### src/rtl/regfile_alu_sequencer.sv
// regfile_alu_sequencer: operator-driven register file + ALU.
// Four level strobes are edge-detected and walk a small sequencer. It captures the register
// pair, then the op/mode, then an optional immediate, then executes. Each op reads R[rdest]
// and R[rsrc] or the immediate, and writes the result back at WB. Flags are updated at WB.
//
// Ports:
//   clk, rst_n                 clock, synchronous active-low reset
//   data_input [IN_W-1:0]      switch bus, sampled on strobe rising edges
//   ld_reg/ld_setup/ld_imm/ld_exec   level strobes
//   flags [4:0]                {C,L,F,Z,N}
//   rd_data [DATA_W-1:0]       last written value (CMP: operand A)
//   busy                       high while EXEC/WB
//   done                       1-cycle pulse when an op retires
//   err                        1-cycle pulse on an illegal strobe or op
//   dbg_addr/dbg_data          only with REGFILE_DEBUG_EN: combinational register peek
//
// Optional feature macro: REGFILE_DEBUG_EN
module regfile_alu_sequencer #(
  parameter int unsigned DATA_W   = 16,
  parameter int unsigned NUM_REGS = 16,
  parameter int unsigned IN_W     = 10
) (
  input  logic              clk,
  input  logic              rst_n,
  input  logic [IN_W-1:0]   data_input,
  input  logic              ld_reg,
  input  logic              ld_setup,
  input  logic              ld_imm,
  input  logic              ld_exec,
  output logic [4:0]        flags,
  output logic [DATA_W-1:0] rd_data,
  output logic              busy,
  output logic              done,
  output logic              err
`ifdef REGFILE_DEBUG_EN
  ,
  input  logic [$clog2(NUM_REGS)-1:0] dbg_addr,
  output logic [DATA_W-1:0]           dbg_data
`endif
);

  localparam int unsigned RA_W = $clog2(NUM_REGS);

  // Flag bit positions inside {C,L,F,Z,N}
  localparam int unsigned FC = 4;
  localparam int unsigned FL = 3;
  localparam int unsigned FF = 2;
  localparam int unsigned FZ = 1;
  localparam int unsigned FN = 0;

  typedef enum logic [2:0] {
    S_IDLE, S_HAVE_REG, S_HAVE_SETUP, S_HAVE_IMM, S_EXEC, S_WB
  } state_t;

  state_t state_q, state_d;

  logic [3:0]        strobe_q;
  logic [3:0]        rise;
  logic              pick_exec, pick_imm, pick_setup, pick_reg;
  logic [RA_W-1:0]   rdest_q, rsrc_q;
  logic [3:0]        op_q;
  logic              imm_mode_q;
  logic [DATA_W-1:0] imm_q;
  logic [DATA_W-1:0] regs [NUM_REGS];

  logic cap_reg_c, cap_setup_c, cap_imm_c, go_exec_c, err_c;

  // Rising-edge detect; only the highest-priority rise is evaluated
  assign rise       = {ld_exec, ld_imm, ld_setup, ld_reg} & ~strobe_q;
  assign pick_exec  = rise[3];
  assign pick_imm   = rise[2] & ~rise[3];
  assign pick_setup = rise[1] & ~|rise[3:2];
  assign pick_reg   = rise[0] & ~|rise[3:1];

  // State register
  always_ff @(posedge clk) begin
    if (!rst_n) state_q <= S_IDLE;
    else        state_q <= state_d;
  end

  // Next-state logic
  always_comb begin
    state_d = state_q;
    case (state_q)
      S_EXEC:  state_d = S_WB;
      S_WB:    state_d = S_IDLE;
      default: begin
        if (go_exec_c)        state_d = S_EXEC;
        else if (cap_imm_c)   state_d = S_HAVE_IMM;
        else if (cap_setup_c) state_d = S_HAVE_SETUP;
        else if (cap_reg_c)   state_d = S_HAVE_REG;
      end
    endcase
  end

  // Acceptance decode: which picked rise is legal in the current state
  always_comb begin
    cap_reg_c   = 1'b0;
    cap_setup_c = 1'b0;
    cap_imm_c   = 1'b0;
    go_exec_c   = 1'b0;
    err_c       = 1'b0;
    case (state_q)
      S_IDLE:       cap_reg_c = pick_reg;
      S_HAVE_REG: begin
        cap_reg_c   = pick_reg;
        cap_setup_c = pick_setup;
      end
      S_HAVE_SETUP: begin
        cap_reg_c = pick_reg;
        cap_imm_c = pick_imm;
        go_exec_c = pick_exec & ~imm_mode_q;
      end
      S_HAVE_IMM: begin
        cap_reg_c = pick_reg;
        go_exec_c = pick_exec;
      end
      default: ;
    endcase
    // Strobes are ignored silently while an op is in flight
    if (state_q != S_EXEC && state_q != S_WB)
      err_c = (|rise) & ~(cap_reg_c | cap_setup_c | cap_imm_c | go_exec_c);
  end

  // ALU: operands are read at WB, before the write, so rdest==rsrc aliasing sees old data
  logic [DATA_W-1:0] op_a, op_b, res_c, rd_next_c;
  logic [DATA_W:0]   sum_c, diff_c;
  logic [4:0]        flags_next_c;
  logic              wr_c, upd_c, zn_c;

  always_comb begin
    op_a         = regs[rdest_q];
    op_b         = imm_mode_q ? imm_q : regs[rsrc_q];
    sum_c        = {1'b0, op_a} + {1'b0, op_b};
    diff_c       = {1'b0, op_a} - {1'b0, op_b};
    res_c        = '0;
    flags_next_c = flags;
    rd_next_c    = rd_data;
    wr_c         = 1'b1;
    upd_c        = 1'b1;
    zn_c         = 1'b1;
    case (op_q)
      4'd0: begin
        res_c            = sum_c[DATA_W-1:0];
        flags_next_c[FC] = sum_c[DATA_W];
        flags_next_c[FF] = (op_a[DATA_W-1] == op_b[DATA_W-1]) &&
                           (res_c[DATA_W-1] != op_a[DATA_W-1]);
      end
      4'd1: begin
        res_c            = diff_c[DATA_W-1:0];
        flags_next_c[FC] = diff_c[DATA_W];
        flags_next_c[FF] = (op_a[DATA_W-1] != op_b[DATA_W-1]) &&
                           (res_c[DATA_W-1] != op_a[DATA_W-1]);
      end
      4'd2: res_c = op_a & op_b;
      4'd3: res_c = op_a | op_b;
      4'd4: res_c = op_a ^ op_b;
      4'd5: res_c = op_b;
      4'd6: begin
        wr_c             = 1'b0;
        zn_c             = 1'b0;
        rd_next_c        = op_a;
        flags_next_c[FZ] = (op_a == op_b);
        flags_next_c[FL] = (op_a < op_b);
        flags_next_c[FN] = ($signed(op_a) < $signed(op_b));
      end
      4'd7: res_c = op_a << op_b[3:0];
      default: begin
        wr_c  = 1'b0;
        upd_c = 1'b0;
        zn_c  = 1'b0;
      end
    endcase
    if (zn_c) begin
      flags_next_c[FZ] = (res_c == '0);
      flags_next_c[FN] = res_c[DATA_W-1];
      rd_next_c        = res_c;
    end
  end

  // Captures, register file, flags and status pulses
  always_ff @(posedge clk) begin
    if (!rst_n) begin
      strobe_q   <= '0;
      rdest_q    <= '0;
      rsrc_q     <= '0;
      op_q       <= '0;
      imm_mode_q <= 1'b0;
      imm_q      <= '0;
      flags      <= '0;
      rd_data    <= '0;
      busy       <= 1'b0;
      done       <= 1'b0;
      err        <= 1'b0;
      for (int i = 0; i < int'(NUM_REGS); i++) regs[i] <= '0;
    end else begin
      strobe_q <= {ld_exec, ld_imm, ld_setup, ld_reg};
      if (cap_reg_c) begin
        rdest_q <= data_input[2*RA_W-1:RA_W];
        rsrc_q  <= data_input[RA_W-1:0];
      end
      if (cap_setup_c) begin
        op_q       <= data_input[3:0];
        imm_mode_q <= data_input[4];
      end
      if (cap_imm_c) imm_q <= DATA_W'(data_input);
      busy <= (state_d == S_EXEC) || (state_d == S_WB);
      done <= (state_q == S_WB);
      err  <= err_c || ((state_q == S_WB) && !upd_c);
      if (state_q == S_WB && upd_c) begin
        flags   <= flags_next_c;
        rd_data <= rd_next_c;
        if (wr_c) regs[rdest_q] <= res_c;
      end
    end
  end

`ifdef REGFILE_DEBUG_EN
  assign dbg_data = regs[dbg_addr];
`endif

endmodule

### config.mk
export PLATFORM = sky130hd
export DESIGN_NAME = regfile_alu_sequencer
export DESIGN_NICKNAME = d
export VERILOG_FILES = /design/src/rtl/regfile_alu_sequencer.sv
export SDC_FILE = /design/constraint.sdc
export NUM_CORES = 1
export LEC_CHECK = 0
export ABC_AREA = 0
export BUFFER_PORTS_ARGS = -buffer_cell sky130_fd_sc_hd__buf_2
export CAP_MARGIN = 0
export CELL_PAD_IN_SITES_DETAIL_PLACEMENT = 1
export CELL_PAD_IN_SITES_GLOBAL_PLACEMENT = 1
export CORE_MARGIN = 2
export CORE_UTILIZATION = 25
export DETAILED_ROUTE_END_ITERATION = 8
export PLACE_DENSITY_LB_ADDON = 0.1
export SETUP_SLACK_MARGIN = 0.4
export SYNTH_ARGS = -nofsm -noshare
export SYNTH_HDL_FRONTEND = slang
export SYNTH_SLANG_ARGS = --single-unit
### constraint.sdc
create_clock -name clk -period 13.05 [get_ports clk]
set_input_delay 2.61 -clock clk [delete_from_list [all_inputs] [get_ports clk]]
set_output_delay 2.61 -clock clk [all_outputs]
set_load 0.02 [all_outputs]
==> run metrics, run 1 <==
status=complete, no violations; Chip Height=278.7 um; CORE AREA=74,570 sq um; share of the yosys chip area belonging to registers=47.34%; RSZ-0062 raised after global routing=no; Synth area leaders=edfxtp_1, mux4_2, dfxtp_1; Distinct cells, synth=80; Final #Nets=1,688; Post-Syn Nets=1,676; Max-Cap Viols=0; post-DR vias/cell=5.263; global router's overall resource usage=20.21%; CTS Root Buffer Type=clkbuf_16; vias in the first global route=14,675; Die ar.=77,660 sq um; Max VDD drop=70.51 uV; share of cells above drive strength 1=20.30%; Clock Skew=31.46 ps; P_leak=7.535 nW; top_reg_cell synth=edfxtp_1; drt drc=0; row count=100; flops & latches, synth=318; Synth Cell Area=18,860 sq um; Yosys top cell area share=40.76%; synthesized instance count=1,609; CTS tree=built; Design Area, Final=21,510 sq um; GPL Wtd Cong=0.8679; Least-Margin Pin Slew=1203 ps; Crit. End Element=flip-flop; Starting DRT DRC Count=1,132; Tmin final=7073 ps; routed wire length=78.68 mm; Max Clock Freq=0.1414 GHz; die width=278.7 um; worst path required time=13,540 ps; Slew headroom=19.81%; first-pass GRT wire length=112.7 mm; cell accounting for the most synthesized area=edfxtp_1; CP Max Fanout=35; Slew Limit Fails=0; drt first pass iters=5; Antenna Cells=0; H-tree depth=2; clk sinks=318; Setup CP Type=reg2reg; post-detailed-route count of antenna-violating nets=0; Async S/R FF share, synth=0%; final setup fails=0; Final Hold Violating Endpoints=0; Setup TNS=0 ps; gr ovfl total=0; Layout Utilization=28.84%; hpwl dp=53.55 mm; I/O Buffers=39; Synth-to-Final Area Change=14.03%; Post-CTS Setup Repair Bufs=0; Routed WL per cell=30.10 um; most frequent cell after synthesis=nor2_1; Mapped Avg Cell Area=11.72 sq um; starting density of the core=25.29%; largest net degree at the start of global routing=70; Top Ports=40; placed cell areas=20,250 sq um; top post-synthesis cells by count=nor2_1, edfxtp_1, mux4_2; Pwr Density=130.4 nW/um^2; Worst Path Arrival=7560 ps; vias=13,758; maximum clock path buffer count=3; Inserted Clock Buffers=39; PostCTS Resize Cnt=0; Tcrit/Tclk final=54.20%; clk slew on worst S/H paths=60 ps; Final Hold Slack=501.8 ps; initial antenna violation count=0; clock latency on the worst-skew pair=570 ps; Yosys Warn Count=0; Post-synth EDFFs=256; Hold WC Path Type=reg2reg; Hold Buf Count CTS=0; crit start category=flip-flop
[cells in the final DEF (no fill, tap or decap), drive strengths merged, types with 8 or more instances in the layout]
master,netlist,final
a31oi,28,28
a221o,8,8
nor3,12,12
buf,36,99
a22oi,8,8
clkbuf,92,47
dfxtp,62,62
nand2,90,90
nand2b,16,16
nor4,8,8
nor2b,42,42
o21ai,52,52
mux4,144,144
o221ai,11,11
a21o,11,11
o211ai,18,18
clkinv,2,14
o21a,8,8
nand4,14,14
nor2,301,301
ha,50,50
a21oi,45,45
xnor2,10,10
mux2i,71,71
nand3,25,25
a22o,12,12
inv,54,55
a21boi,12,12
o22ai,8,8
and2,10,10
edfxtp,256,256
[layer usage]
layer	vias up	track usage, %	wire length (um)
met5	-	0	0
met4	0	4.563	1645
met1	7271	25.75	34010
li1	6097	-	-
met2	292	36.72	40650
met3	98	2.092	2369
[path summary, 6_finish.rpt]
path,end,slack (ps),startpoint,cells after the start
max,flags[1],5980,flip-flop,18
min,flags[4],500,flags[4],2
min reg2reg,flags[4],500,flags[4],2
max reg2reg,flags[1],5980,flip-flop,18
[flip-flops by register name, indices dropped and copies added, names as in the netlist, 4 cells and up, named ones only]
name      cells
rsrc_q        4
imm_q        10
regs        256
rd_data      16
strobe_q      4
flags         5
op_q          4
rdest_q       4
[cells by family (layout without fill, tap and decap cells)]
kind of cell / after synthesis / after routing / synth area share [%]
and+or+nand+nor: 546 / 546 / 12.88
adders and majority gates: 51 / 51 / 3.423
AOI/OAI and AO/OA: 274 / 274 / 10.30
xor gates and xnor gates: 15 / 15 / 0.7694
DFF: 318 / 318 / 47.34
buffers and inverters: 184 / 220 / 3.973
muxes: 221 / 221 / 21.32
[stage by stage]
stage / setup slack (ps) / instances / total power, mW
finish: 5977 / 2614 / 2.804
global route: 5569 / 2614 / 2.908
CTS: 5993 / 2614 / 2.832
detailed placement: 6051 / 2549 / 1.710
global placement: 6134 / 2549 / 1.712
floorplan: 7686 / 1609 / 1.502
[where the power goes]
part	internal [mW]	switching, mW
clock network	0.667	0.447
logic	0.169	0.377
registers	1.12	0.0219
total	1.96	0.846
[worst max-delay path: stages, from the launching register on]
cell      delay [ps]
dfxtp_4          730
buf_4            630
mux4_2           570
mux2i_1          220
mux2i_1          140
o21ai_1          150
buf_4            270
clkinv_1         480
ha_1             440
fa_1             470
a21o_1           200
a41o_1           300
a41oi_2          310
nor2_1            70
o21ai_0          230
mux2_2           410
a21oi_2          750
and4_1           360
a41o_1           180
[layout make-up]
cell class	count	area (sq um)
Inverter	56	210.2
Sequential cell	318	8942
Tap cell	969	1212
Clock inverter	18	212.7
Timing Repair Buffer	99	645.6
Clock buffer	47	1049
Multi-Input combinational cell	1107	9236
Fill cell	8131	53060
(Power assumes the default switching activity.)
==> inputs of run 2 (changes only) <==
ABC_AREA = 1   (was 0)
clock period = 6.09 ns   (was 13.05 ns; I/O delays follow)
==> run metrics, run 2 <==
clk slew on worst S/H paths=60 ps (about the same); die width=286.3 um (+2.7%); Post-synth EDFFs=256 (unchanged); Max Clock Freq=0.1867 GHz (+32%); first-pass GRT wire length=135.0 mm (+20%); Die ar.=81,940 sq um (+5.5%); Routed WL per cell=24.50 um (-19%); commonest cells after routing, fill and taps aside=nand2_1, nor2_1, nand3_1; drt first pass iters=5 (unchanged); Top Ports=40 (unchanged); Seq pwr share=35.6% (-5.2 points); Biggest register=regs; Post-Syn Nets=2,754 (+64%); worst path required time=6380 ps (-7160 ps); Internal=4.264 mW (+120%); Synth Cell Area=19,920 sq um (+5.6%); I/O Buffers=39 (unchanged); Max-Cap Viols=0 (unchanged); r2r setup slk=730 ps (-5240 ps); Antenna Cells=0 (unchanged); Placed Cells=3,662 (+44%); final setup fails=0 (unchanged); RSZ-0062 raised after global routing=no; post-DR vias/cell=5.095 (-3.2%); Starting DRT DRC Count=1,356 (+20%); Top Metal Used=met4; Distinct cells, synth=46 (-43%); flops & latches, synth=318 (unchanged); Inserted Clock Buffers=43 (+10%); NetSw=2.627 mW (+210%); clock latency on the worst-skew pair=610 ps (+40 ps); combinational share of power=28.6% (+9.1 points); global router's overall resource usage=22.11% (+1.9 points); Clock power frac=35.9% (-3.8 points); top_reg_cell synth=edfxtp_1; share of the yosys chip area belonging to registers=44.83% (-2.5 points); Least-Margin Pin Slew=1204 ps (+1.499 ps); Layout fillers=9,589 (+18%); Slew headroom=19.51% (-0.29 points); clk sinks=318 (unchanged); CP Max Fanout=53 (+51%); metal3 WL=4.006 mm (+69%); Final Hold Violating Endpoints=0 (unchanged); routed wire length=91.64 mm (+16%); Max VDD drop=168.4 uV (+140%); Setup CP Type=reg2reg; most frequent cell after synthesis=nand2_1; cell accounting for the most synthesized area=edfxtp_1; max reg flops=256 (unchanged); CTS Root Buffer Type=clkbuf_16; crit start category=flip-flop; Hold Buf Count CTS=0 (unchanged); post-detailed-route count of antenna-violating nets=0 (unchanged); sequential cell area=8942 sq um (unchanged); vias=19,057 (+39%); Chip Height=286.3 um (+2.7%); row count=103 (+3.0%); vias in the first global route=19,903 (+36%); Yosys top cell area share=38.60% (-2.2 points); top flop regs=regs (256), rd_data (16), imm_q (10); maximum clock path buffer count=3 (unchanged); drt drc=0 (unchanged); Tmin final=5355 ps (-1718 ps); Slew Limit Fails=0 (unchanged); Synth-to-Final Area Change=13.22%; Async S/R FF share, synth=0% (unchanged); Setup TNS=0 ps (unchanged); Final Hold Slack=467.3 ps (-34.48 ps); area of the multi-input gates=9002 sq um (-2.5%); Layout Utilization=28.59% (-0.25 points); Crit. End Element=flip-flop; Clock Skew=40.08 ps (+8.617 ps); Worst Path Arrival=5650 ps (-1910 ps); CORE AREA=78,870 sq um (+5.8%); Tcrit/Tclk final=87.94% (+34 points); met2 wire len=41.81 mm (+2.9%); GPL Wtd Cong=0.8980 (+3.5%); largest net degree at the start of global routing=105 (+50%); PostCTS Resize Cnt=0 (unchanged); H-tree depth=2 (unchanged); gr ovfl total=0 (unchanged); Met1 Routed Length=43.92 mm (+29%); Final #Nets=2,724 (+61%); top post-synthesis cells by count=nand2_1, nor2_1, nand3_1; Post-CTS Setup Repair Bufs=0 (unchanged); Yosys Warn Count=0 (unchanged); share of cells above drive strength 1=7.286% (-13 points); Synth area leaders=edfxtp_1, nand2_1, nand3_1; status=complete, no violations; most common cell after layout, fill and taps aside=nand2_1; P_leak=9.580 nW (+27%); final cell count without fillers=3,740 (+43%); initial antenna violation count=0 (unchanged); Pwr Density=305.6 nW/um^2 (+130%); CTS tree=built; starting density of the core=25.25% (-0.041 points); synthesized instance count=2,687 (+67%); Hold WC Path Type=reg2reg; Sw Ratio=38.13% (+8.0 points); Mapped Avg Cell Area=7.412 sq um (-37%); hpwl dp=64.66 mm (+21%)
==> run 2: layout make-up <==
cell class                      instances  share of cell area (%)
Multi-Input combinational cell       1883                   39.92
Sequential cell                       318                   39.66
Tap cell                             1050                   5.826
Inverter                              318                   5.310
Clock buffer                           58                   5.160
Timing Repair Buffer                   93                   3.346
Clock inverter                         20                  0.7768
==> run 2: per-stage QoR <==
stage | total power, mW | setup WS (ps) | area (sq um)
floorplan | 3.684 | 2105 | 19920
global placement | 4.459 | 791.2 | 21210
detailed placement | 4.467 | 819.7 | 21210
CTS | 6.966 | 812.3 | 22550
global route | 7.223 | 453.8 | 22550
finish | 6.891 | 734.6 | 22550
==> run 2: worst paths after layout <==
check	end	startpoint	cells past startpoint
worst max-delay path	regs[2][12]	flip-flop	22
worst min-delay path	flags[4]	flags[4]	2
worst max register to register	regs[2][12]	flip-flop	22
worst min register to register	flags[4]	flags[4]	2
==> run 2: power by group through the flow <==
stage / sequential [mW] / combinational, mW / clock [mW]
after global routing: 2.46 / 2.15 / 2.61
after detailed placement: 2.50 / 1.97 / 0
after global placement: 2.50 / 1.96 / 0
after floorplan: 2.48 / 1.21 / 0
final: 2.45 / 1.97 / 2.47
after CTS: 2.45 / 1.98 / 2.54
==> run 2: cells by family (layout without fill, tap and decap cells) <==
logic type	count (synthesis)	count (layout)	share of synthesized area, %
simple gates	1359	1359	28.53
buf+inv	486	489	9.982
xor+xnor	3	3	0.1320
fa+ha+maj	51	51	3.242
compound gates	470	470	13.28
flops	318	318	44.83
==> run 2: critical path, cell delays in order (launching register included) <==
cell	delay [ps]
dfxtp_4	370
inv_4	240
buf_12	310
buf_4	260
o21ai_0	120
o221ai_1	200
nand3_1	100
nand3_1	170
o21ai_1	310
ha_1	600
nand2_1	200
nor3_1	300
a21oi_1	220
inv_1	130
nand2_1	90
nand2_1	110
nand2_1	70
a31oi_1	340
o21ai_1	130
nor2_1	160
nand2_1	170
inv_2	330
nor2_1	80
==> run 2: layer usage <==
metal / global-route usage, % / up-vias
met5: 0 / -
met3: 2.544 / 102
met2: 35.97 / 407
met1: 31.26 / 9675
met4: 5.223 / 0
li1: - / 8873
==> inputs of run 3 (changes only) <==
CORE_UTILIZATION = 51   (was 25)
clock period = 6.3 ns   (was 6.09 ns; I/O delays follow)
==> run metrics, run 3 (same netlist as run 2, synthesis figures left out) <==
status=complete, no violations; clk sinks=318 (unchanged); Biggest register=regs; Starting DRT DRC Count=2,487 (+83%); gr ovfl total=0 (unchanged); vias=20,277 (+6.4%); row count=72 (-30%); clock latency on the worst-skew pair=570 ps (-40 ps); CP Max Fanout=40 (-25%); final cell count without fillers=3,188 (-15%); routed wire length=83.21 mm (-9.2%); Antenna Cells=0 (unchanged); max reg flops=256 (unchanged); Least-Margin Pin Slew=1213 ps (+8.351 ps); Setup TNS=0 ps (unchanged); Tcrit/Tclk final=86.06% (-1.9 points); Routed WL per cell=26.10 um (+6.5%); die width=201.6 um (-30%); largest net degree at the start of global routing=127 (+21%); worst path required time=6570 ps (+190 ps); P_leak=9.414 nW (-1.7%); drt drc=0 (unchanged); post-DR vias/cell=6.360 (+25%); Clock Skew=20.05 ps (-20.03 ps); maximum clock path buffer count=3 (unchanged); Hold WC Path Type=reg2reg; Die ar.=40,650 sq um (-50%); Final #Nets=2,707 (-0.62%); CTS Root Buffer Type=clkbuf_16; CORE AREA=38,560 sq um (-51%); CTS tree=built; global router's overall resource usage=40.93% (+19 points); drt first pass iters=6 (+1); Max-Cap Viols=0 (unchanged); post-detailed-route count of antenna-violating nets=0 (unchanged); Setup CP Type=reg2reg; Max VDD drop=270.7 uV (+61%); Design Area, Final=21,560 sq um (-4.4%); Slew headroom=18.41% (-1.1 points); Max Clock Freq=0.1844 GHz (-1.2%); clk slew on worst S/H paths=70 ps (about the same); Final Hold Violating Endpoints=0 (unchanged); Pwr Density=296.8 nW/um^2 (-2.9%); Tmin final=5422 ps (+66.29 ps); final setup fails=0 (unchanged); RSZ-0062 raised after global routing=no; Worst Path Arrival=5700 ps (+50 ps); Slew Limit Fails=0 (unchanged); most common cell after layout, fill and taps aside=nand2_1; Hold Buf Count CTS=0 (unchanged); crit start category=flip-flop; first-pass GRT wire length=125.4 mm (-7.1%); H-tree depth=2 (unchanged); total power=6.398 mW (-7.2%); top flop regs=regs (256), rd_data (16), imm_q (10); placed cell areas=20,360 sq um (-4.0%); Placed Cells=3,118 (-15%); GPL Wtd Cong=0.9797 (+9.1%); hpwl dp=56.34 mm (-13%); Top Ports=40 (unchanged); Inserted Clock Buffers=38 (-12%); Synth-to-Final Area Change=8.230%; vias in the first global route=20,791 (+4.5%); share of cells above drive strength 1=6.517% (-0.77 points); Crit. End Element=flip-flop; initial antenna violation count=0 (unchanged); Chip Height=201.6 um (-30%); I/O Buffers=39 (unchanged); commonest cells after routing, fill and taps aside=nand2_1, nor2_1, nand3_1; PostCTS Resize Cnt=0 (unchanged); starting density of the core=51.65% (+26 points); Post-CTS Setup Repair Bufs=0 (unchanged)
run 3: cell types whose count changed in the layout (fill, tap and decap cells not counted), sizes merged:
| cell | before | now |
|---|---|---|
| clkinv | 21 | 15 |
| clkbuf | 58 | 57 |
| buf | 93 | 81 |
| clkinvlp | 1 | 0 |
run 3: critical path, stage by stage (launching register included):
cell and delay (ps):
dfxtp_4 360, clkinv_2 300, buf_4 490, o21ai_0 160, o221ai_1 250, nand3_1 200, o211ai_1 230, nand2_1 210
ha_1 540, nand2_1 160, o21ai_0 700, a21oi_1 80, o21ai_1 340, nand2_1 100, nand2_1 90, nor2_1 60
nor2_1 90, nand2_1 140, inv_1 480, nor2_1 100
run 3: worst paths after layout:
path | cells past startpoint | to | start | slack, ps
hold / removal | 2 | flags[4] | flags[4] | 480
setup reg to reg | 19 | regs[4][9] | flip-flop | 880
setup / recovery | 19 | regs[4][9] | flip-flop | 880
hold reg to reg | 2 | flags[4] | flags[4] | 480
run 3: final cells by class:
| type | count | area [sq um] |
|---|---|---|
| Timing Repair Buffer | 81 | 573.1 |
| Clock buffer | 57 | 1085 |
| Inverter | 318 | 1195 |
| Clock inverter | 13 | 108.9 |
| Tap cell | 518 | 648.1 |
| Fill cell | 4848 | 17000 |
| Sequential cell | 318 | 8939 |
| Multi-Input combinational cell | 1883 | 9007 |
run 3: layer usage:
layer	GRT usage (%)	vias to the layer above	part of all wire, %	wire [um]
met5	0	-	0	0
met4	20.01	0	4.9	4080
met3	6.738	263	9.8	8163
met2	64.25	1255	45	37630
met1	55.18	9907	40	33340
li1	-	8852	-	-
run 3: through the flow:
stage | hold slack, ps | setup slack [ps] | util, %
after floorplan | 429.2 | 2315 | -
after global placement | 443.2 | 1302 | 52.81
after detailed placement | 468.6 | 1081 | 52.81
after CTS | 481.6 | 1074 | 55.91
after global routing | 495.4 | 631.1 | 55.91
final | 476.8 | 878.3 | 55.91
run 3: power breakdown:
group | leakage, nW | internal, mW | switching [mW] | total (mW)
clock | 0.581 | 1.24 | 0.942 | 2.18
sequential | 3.15 | 2.33 | 0.0429 | 2.37
combinational | 5.69 | 0.413 | 1.43 | 1.84
